$ cat src/rtl/msx_bus_host.sv
// msx_bus_host: MSX cartridge-slot bus master.
// Accepts one command (MEMRD/MEMWR/IORD/IOWR) at a time, runs a SETUP / STROBE / [WAIT] / HOLD
// sequence on the cartridge bus, and returns a one-cycle response pulse with read data.
//
// Ports:
//   RESET_n, CLK                 async active-low reset, clock
//   CMD_VALID/CMD_READY          command handshake; CMD_TYPE 0=MEMRD 1=MEMWR 2=IORD 3=IOWR
//   CMD_ADDR, CMD_WDATA          command address / write data
//   RSP_VALID, RSP_RDATA, RSP_ERR  one-cycle response, read data (held), timeout flag (held)
//   BUS_*                        registered cartridge bus outputs; BUS_DIN / BUS_WAIT_n inputs
//
// Optional feature: define MSX_BUS_HOST_WAIT_TIMEOUT_EN to bound WAIT at TIMEOUT_CYCLES and
// report RSP_ERR. Without it WAIT is unbounded and RSP_ERR is constant 0.
module msx_bus_host #(
  parameter int unsigned SETUP_CYCLES   = 2,
  parameter int unsigned STROBE_CYCLES  = 4,
  parameter int unsigned HOLD_CYCLES    = 2,
  parameter int unsigned TIMEOUT_CYCLES = 1024
) (
  input  logic        RESET_n,
  input  logic        CLK,
  input  logic        CMD_VALID,
  output logic        CMD_READY,
  input  logic [1:0]  CMD_TYPE,
  input  logic [15:0] CMD_ADDR,
  input  logic [7:0]  CMD_WDATA,
  output logic        RSP_VALID,
  output logic [7:0]  RSP_RDATA,
  output logic        RSP_ERR,
  output logic [15:0] BUS_ADDR,
  output logic [7:0]  BUS_DOUT,
  output logic        BUS_DOE,
  input  logic [7:0]  BUS_DIN,
  output logic        BUS_SLTSL_n,
  output logic        BUS_MERQ_n,
  output logic        BUS_IORQ_n,
  output logic        BUS_RD_n,
  output logic        BUS_WR_n,
  input  logic        BUS_WAIT_n
);

  // Zero-valued phase lengths behave as one cycle.
  localparam int unsigned SetupN   = (SETUP_CYCLES   == 0) ? 1 : SETUP_CYCLES;
  localparam int unsigned StrobeN  = (STROBE_CYCLES  == 0) ? 1 : STROBE_CYCLES;
  localparam int unsigned HoldN    = (HOLD_CYCLES    == 0) ? 1 : HOLD_CYCLES;
  localparam int unsigned TimeoutN = (TIMEOUT_CYCLES == 0) ? 1 : TIMEOUT_CYCLES;

  localparam int unsigned Max2 = (SetupN > StrobeN) ? SetupN : StrobeN;
  localparam int unsigned Max3 = (Max2 > HoldN) ? Max2 : HoldN;
  localparam int unsigned MaxN = (Max3 > TimeoutN) ? Max3 : TimeoutN;
  localparam int unsigned CntW = $clog2(MaxN) + 1;

  localparam logic [CntW-1:0] SetupLast  = CntW'(SetupN - 1);
  localparam logic [CntW-1:0] StrobeLast = CntW'(StrobeN - 1);
  localparam logic [CntW-1:0] HoldLast   = CntW'(HoldN - 1);
`ifdef MSX_BUS_HOST_WAIT_TIMEOUT_EN
  localparam logic [CntW-1:0] WaitLast   = CntW'(TimeoutN - 1);
`endif

  typedef enum logic [2:0] {
    StIdle,
    StSetup,
    StStrobe,
    StWait,
    StHold,
    StResp
  } state_e;

  state_e state_q, state_d;
  logic [CntW-1:0] cnt_q, cnt_d;

  logic [1:0]  cmd_type_q, cmd_type_d;
  logic [15:0] cmd_addr_q, cmd_addr_d;
  logic [7:0]  cmd_wdata_q, cmd_wdata_d;

  logic       wait_s1_q, wait_s2_q;

  logic       ready_q, ready_d;
  logic       rsp_valid_q, rsp_valid_d;
  logic [7:0] rdata_q, rdata_d;

  logic [15:0] addr_q, addr_d;
  logic [7:0]  dout_q, dout_d;
  logic        doe_q, doe_d;
  logic        sltsl_n_q, sltsl_n_d;
  logic        merq_n_q, merq_n_d;
  logic        iorq_n_q, iorq_n_d;
  logic        rd_n_q, rd_n_d;
  logic        wr_n_q, wr_n_d;

`ifdef MSX_BUS_HOST_WAIT_TIMEOUT_EN
  logic to_q, to_d;
  logic err_q, err_d;
`endif

  logic cmd_is_io, cmd_is_rd, active, strobing;

  // WAIT_n is asynchronous to CLK; idle value is "not waiting".
  always_ff @(posedge CLK or negedge RESET_n) begin
    if (!RESET_n) begin
      wait_s1_q <= 1'b1;
      wait_s2_q <= 1'b1;
    end else begin
      wait_s1_q <= BUS_WAIT_n;
      wait_s2_q <= wait_s1_q;
    end
  end

  // Next-state, phase counter and response capture.
  always_comb begin
    state_d     = state_q;
    cnt_d       = cnt_q;
    cmd_type_d  = cmd_type_q;
    cmd_addr_d  = cmd_addr_q;
    cmd_wdata_d = cmd_wdata_q;
    rdata_d     = rdata_q;
`ifdef MSX_BUS_HOST_WAIT_TIMEOUT_EN
    to_d        = to_q;
    err_d       = err_q;
`endif

    unique case (state_q)
      StIdle: begin
        cnt_d = '0;
        if (CMD_VALID && ready_q) begin
          cmd_type_d  = CMD_TYPE;
          cmd_addr_d  = CMD_ADDR;
          cmd_wdata_d = CMD_WDATA;
          state_d     = StSetup;
        end
      end
      StSetup: begin
        if (cnt_q == SetupLast) begin
          cnt_d   = '0;
          state_d = StStrobe;
        end else begin
          cnt_d = cnt_q + CntW'(1);
        end
      end
      StStrobe: begin
        if (cnt_q == StrobeLast) begin
          cnt_d = '0;
          if (!wait_s2_q) begin
            state_d = StWait;
          end else begin
            state_d = StHold;
            if (!cmd_type_q[0]) rdata_d = BUS_DIN;
          end
        end else begin
          cnt_d = cnt_q + CntW'(1);
        end
      end
      StWait: begin
        if (wait_s2_q) begin
          cnt_d   = '0;
          state_d = StHold;
          if (!cmd_type_q[0]) rdata_d = BUS_DIN;
`ifdef MSX_BUS_HOST_WAIT_TIMEOUT_EN
        end else if (cnt_q == WaitLast) begin
          cnt_d   = '0;
          state_d = StHold;
          rdata_d = 8'hFF;
          to_d    = 1'b1;
`endif
        end else begin
          cnt_d = cnt_q + CntW'(1);
        end
      end
      StHold: begin
        if (cnt_q == HoldLast) begin
          cnt_d   = '0;
          state_d = StResp;
`ifdef MSX_BUS_HOST_WAIT_TIMEOUT_EN
          // Error flag becomes visible together with RSP_VALID.
          err_d   = to_q;
          to_d    = 1'b0;
`endif
        end else begin
          cnt_d = cnt_q + CntW'(1);
        end
      end
      StResp: begin
        cnt_d   = '0;
        state_d = StIdle;
      end
      default: begin
        cnt_d   = '0;
        state_d = StIdle;
      end
    endcase
  end

  // Bus outputs are registered, so they are decoded from the upcoming state.
  always_comb begin
    cmd_is_io = cmd_type_d[1];
    cmd_is_rd = ~cmd_type_d[0];
    active    = (state_d == StSetup) || (state_d == StStrobe) ||
                (state_d == StWait)  || (state_d == StHold);
    strobing  = (state_d == StStrobe) || (state_d == StWait);

    ready_d     = (state_d == StIdle);
    rsp_valid_d = (state_d == StResp);

    addr_d    = active ? cmd_addr_d : addr_q;
    dout_d    = (active && !cmd_is_rd) ? cmd_wdata_d : dout_q;
    doe_d     = active && !cmd_is_rd;
    sltsl_n_d = ~(active && !cmd_is_io);
    merq_n_d  = ~(active && !cmd_is_io);
    iorq_n_d  = ~(active && cmd_is_io);
    rd_n_d    = ~(strobing && cmd_is_rd);
    wr_n_d    = ~(strobing && !cmd_is_rd);
  end

  always_ff @(posedge CLK or negedge RESET_n) begin
    if (!RESET_n) begin
      state_q     <= StIdle;
      cnt_q       <= '0;
      cmd_type_q  <= '0;
      cmd_addr_q  <= '0;
      cmd_wdata_q <= '0;
      ready_q     <= 1'b0;
      rsp_valid_q <= 1'b0;
      rdata_q     <= 8'hFF;
      addr_q      <= '0;
      dout_q      <= '0;
      doe_q       <= 1'b0;
      sltsl_n_q   <= 1'b1;
      merq_n_q    <= 1'b1;
      iorq_n_q    <= 1'b1;
      rd_n_q      <= 1'b1;
      wr_n_q      <= 1'b1;
    end else begin
      state_q     <= state_d;
      cnt_q       <= cnt_d;
      cmd_type_q  <= cmd_type_d;
      cmd_addr_q  <= cmd_addr_d;
      cmd_wdata_q <= cmd_wdata_d;
      ready_q     <= ready_d;
      rsp_valid_q <= rsp_valid_d;
      rdata_q     <= rdata_d;
      addr_q      <= addr_d;
      dout_q      <= dout_d;
      doe_q       <= doe_d;
      sltsl_n_q   <= sltsl_n_d;
      merq_n_q    <= merq_n_d;
      iorq_n_q    <= iorq_n_d;
      rd_n_q      <= rd_n_d;
      wr_n_q      <= wr_n_d;
    end
  end

`ifdef MSX_BUS_HOST_WAIT_TIMEOUT_EN
  always_ff @(posedge CLK or negedge RESET_n) begin
    if (!RESET_n) begin
      to_q  <= 1'b0;
      err_q <= 1'b0;
    end else begin
      to_q  <= to_d;
      err_q <= err_d;
    end
  end
  assign RSP_ERR = err_q;
`else
  assign RSP_ERR = 1'b0;
`endif

  assign CMD_READY   = ready_q;
  assign RSP_VALID   = rsp_valid_q;
  assign RSP_RDATA   = rdata_q;
  assign BUS_ADDR    = addr_q;
  assign BUS_DOUT    = dout_q;
  assign BUS_DOE     = doe_q;
  assign BUS_SLTSL_n = sltsl_n_q;
  assign BUS_MERQ_n  = merq_n_q;
  assign BUS_IORQ_n  = iorq_n_q;
  assign BUS_RD_n    = rd_n_q;
  assign BUS_WR_n    = wr_n_q;

endmodule

$ cat config.mk
export PLATFORM = sky130hd
export DESIGN_NAME = msx_bus_host
export DESIGN_NICKNAME = d
export VERILOG_FILES = /design/src/rtl/msx_bus_host.sv
export SDC_FILE = /design/constraint.sdc
export NUM_CORES = 1
export LEC_CHECK = 0
export ABC_CLOCK_PERIOD_IN_PS = 2140
export CORE_ASPECT_RATIO = 1.1
export CORE_MARGIN = 3
export CORE_UTILIZATION = 45
export CTS_BUF_LIST = sky130_fd_sc_hd__clkbuf_4 sky130_fd_sc_hd__clkbuf_8 sky130_fd_sc_hd__clkbuf_16
export CTS_CLUSTER_SIZE = 14
export DETAILED_ROUTE_END_ITERATION = 16
export GPL_ROUTABILITY_DRIVEN = 0
export PLACE_DENSITY = 0.78
export SYNTH_ARGS = -nofsm -noshare
export SYNTH_HDL_FRONTEND = slang
export SYNTH_SLANG_ARGS = --single-unit
export TNS_END_PERCENT = 100
$ cat constraint.sdc
create_clock -name CLK -period 2.14 [get_ports CLK]
set_clock_uncertainty 0.1 [all_clocks]
set_input_delay 0.428 -clock CLK [delete_from_list [all_inputs] [get_ports CLK]]
set_output_delay 0.428 -clock CLK [all_outputs]
set_load 0.005 [all_outputs]
==> results_dict.tcl <==
set metrics [dict create \
    r2r_setup_slack_ns 0.11 \
    fin_crit_sh_pct 94.6 \
    crit_path_end "BUS_ADDR[5]" \
    die_w_um 88.5 \
    postCtsSetupBuffers 0 \
    ys_seq_area_share_pct 60.7 \
    grt_setup_unrepaired "no" \
    cts.root.buffer_cell "clkbuf_8" \
    path_delay_family "multiplexers" \
    syn-num-nets 272 \
    timing.critical_path.cells "or2_1 > nor3_4 > buf_12 > mux2_2 > mux2_1" \
    min_path_type "reg2reg" \
    clock-sinks 81 \
    viasPerCell 5.03 \
    drc 0 \
    dr_wl_met2_um 3240 \
    grt_pass1_vias 2213 \
    setup_viol 0 \
    grt_antenna_before_repair 0 \
    syn_area_sq_mm 0.00337 \
    grt_start_max_net_pins 41 \
    max_cap_viol_count 0 \
    reg2reg_depth 5 \
    cts_tree "done" \
    worstPathMaxFanout 20 \
    final_util_pct 64.7 \
    report.final.slew_viol_count 0 \
    yosysWarnings 0 \
    core_sq_mm 0.00713 \
    dr.max_layer_used "met4" \
    die_y_um 96.7 \
    clock_path_buffers 2 \
    r2r_start "state_q[1]" \
    path_buf_inv 1 \
    port_buffers 77 \
    drt-total-wl_um 6380 \
    synthDistinctLibCells 44 \
    worst_path_max_delay_cell "dfrtp_1" \
    drtPass1Iterations 4 \
    rows 32 \
    num_vias 2107 \
    dpl.hpwl_um 4620 \
    fin_nets 369 \
    io_pins 79 \
    max_clock_freq_ghz 0.494 \
    synth_top_flop_cell "dfrtp_1" \
    clk_pin_slew_worst_paths_ns 0.08 \
    max_slew.worst_pin.slew_ns 0.513 \
    syn2layout_area_growth_pct 37.0 \
    fillCellCount 543 \
    wire_per_inst_um 15.2 \
    start_kind "register" \
    status "complete, no violations" \
    cp-end-kind "register" \
    grt_util_all_layers_pct 16.1 \
    ys_async_sr_fraction_pct 100 \
    power_leakage_uw 0.00194 \
    synthCells 232 \
    required_ns 2.27 \
    critical-path-max-stage-delay_ns 0.37 \
    reg2reg_to "BUS_ADDR[5]" \
    die_area_sq_mm 0.00855 \
    synth-seq-cells 81 \
    cp_data_arrival_time_ns 2.16 \
    htreeDepth 3 \
    clk_latency_ns 0.35 \
    grt-ovfl-total 0 \
    syn_avg_cell_area_sq_um 14.5 \
    wl_met1_um 2710 \
    start_util_pct 47.2 \
    period_needed_ns 2.03 \
    synth_edf_count 0 \
    holdWs_ns 0.266 \
    num_antenna_cells 0 \
    finalHoldViolations 0 \
    crit_path_start "state_q[1]" \
    vdd.ir_drop.worst_v 0.000653 \
    cp_num_cells 5 \
    drt_iter0_markers 64 \
    grt_first_pass_wirelength_um 10700 \
    postRouteAntennaNets 0 \
    path_class "reg2reg" \
    route.met3.wl_um 348 \
    drive_gt1_share_pct 35.3 \
    cellPowerDensity_mw_per_mm2 1480 \
    cts_made_buffers 9 \
    slew_headroom_pct 65.8 \
]
-- metrics by stage --
stage / total power (uW) / worst slack [ns] / cells / cell area [sq um] / TNS (ns)
floorplan: 4280 / 0.112 / 232 / 3370 / 0
global placement: 5560 / -0.180 / 402 / 4370 / -3.70
detailed placement: 5680 / -0.212 / 402 / 4370 / -4.51
CTS: 6910 / 0.0565 / 419 / 4600 / 0
global route: 7260 / 0.0298 / 419 / 4610 / 0
finish: 6820 / 0.115 / 419 / 4610 / 0
-- report_power, final --
part,internal [uW],total [uW],switching [uW]
combinational,1950,3040,1090
sequential,2270,2570,294
clock,656,1210,553
-- synthesized netlist by cell type (3+ instances only) --
cell type	number	area (sq um)
dfrtp_1	67	1680
mux2_2	49	552
nor2_1	18	67.6
dfstp_2	14	368
nand2_1	12	45.0
mux2_4	8	120
xnor2_1	8	70.1
buf_2	4	20.0
buf_4	4	30.0
nand3_1	3	15.0
nor2b_1	3	18.8
nor3_1	3	15.0
-- registers in the layout (all words and copies together), names as in the netlist --
name         flops
BUS_ADDR        16
cmd_addr_q      16
cnt_q           11
BUS_DOUT         8
RSP_RDATA        8
cmd_wdata_q      8
state_q          3
cmd_type_q       2
BUS_DOE          1
BUS_IORQ_n       1
BUS_MERQ_n       1
BUS_RD_n         1
BUS_WR_n         1
CMD_READY        1
RSP_VALID        1
wait_s1_q        1
wait_s2_q        1
-- final cells by class --
| class | instances | area [sq um] | share of cell area [%] |
|---|---|---|---|
| Clock buffer | 9 | 124 | 2.69 |
| Clock inverter | 7 | 95.1 | 2.06 |
| Inverter | 1 | 3.75 | 0.0814 |
| Multi-Input combinational cell | 141 | 1270 | 27.5 |
| Sequential cell | 81 | 2040 | 44.3 |
| Tap cell | 85 | 106 | 2.31 |
| Timing Repair Buffer | 95 | 968 | 21.0 |
-- logic make-up after synthesis --
family                   Yosys count  share of synthesized area [%]
AND/OR/NAND/NOR                   58                           10.3
AO/OA/AOI/OAI                     11                           2.94
XOR/XNOR                          10                           2.60
other                              1                          0.111
multiplexers                      59                           20.6
flip-flops                        81                           60.7
adder cells (fa/ha/maj)            2                          0.743
buffers and inverters             10                           1.93
-- worst reg2reg max path, cell delays in order (launching register included) --
cell and delay, ns:
dfrtp_1 0.37, or2_1 0.31, nor3_4 0.27, buf_12 0.21, mux2_2 0.36, mux2_1 0.29
-- layer usage --
layer / vias to the layer above / global-route usage, %
met3: 6 / 4.68
li1: 1013 / -
met5: - / 0
met1: 1034 / 20.6
met2: 54 / 25.8
met4: 0 / 5.58
-- worst min-delay path by stage --
stage,to,slack (ns),cells after the start,from
2_1_floorplan,BUS_ADDR[0],0.03,0,RESET_n
3_5_place_dp,wait_s2_q,0.26,0,wait_s1_q
4_1_cts,wait_s2_q,0.27,0,wait_s1_q
3_3_place_gp,wait_s2_q,0.25,0,wait_s1_q
5_1_grt,wait_s2_q,0.28,0,wait_s1_q
6_report,wait_s2_q,0.27,0,wait_s1_q
-- placed cells by master, fill, tap and decap left out, drive strengths merged, types with 2 or more instances in the layout --
| master | instances |
|---|---|
| nand3 | 3 |
| nand2 | 12 |
| nor4 | 3 |
| a22oi | 2 |
| clkbuf | 9 |
| nor3 | 5 |
| xnor2 | 8 |
| nor2 | 18 |
| clkdlybuf4s50 | 76 |
| dfrtp | 67 |
| o21ai | 2 |
| nor3b | 3 |
| buf | 18 |
| dfstp | 14 |
| clkinv | 4 |
| o22ai | 2 |
| bufinv | 2 |
| xor2 | 2 |
| nor2b | 3 |
| mux2 | 58 |
| ha | 2 |
-- what timing repair did --
action,4_1_cts,5_1_grt
resized for setup,0,2
endpoints found under the hold margin,29,0
hold buffers,1,0
setup endpoints to repair,0,9
No activity file was read; power rests on OpenSTA's default activity.
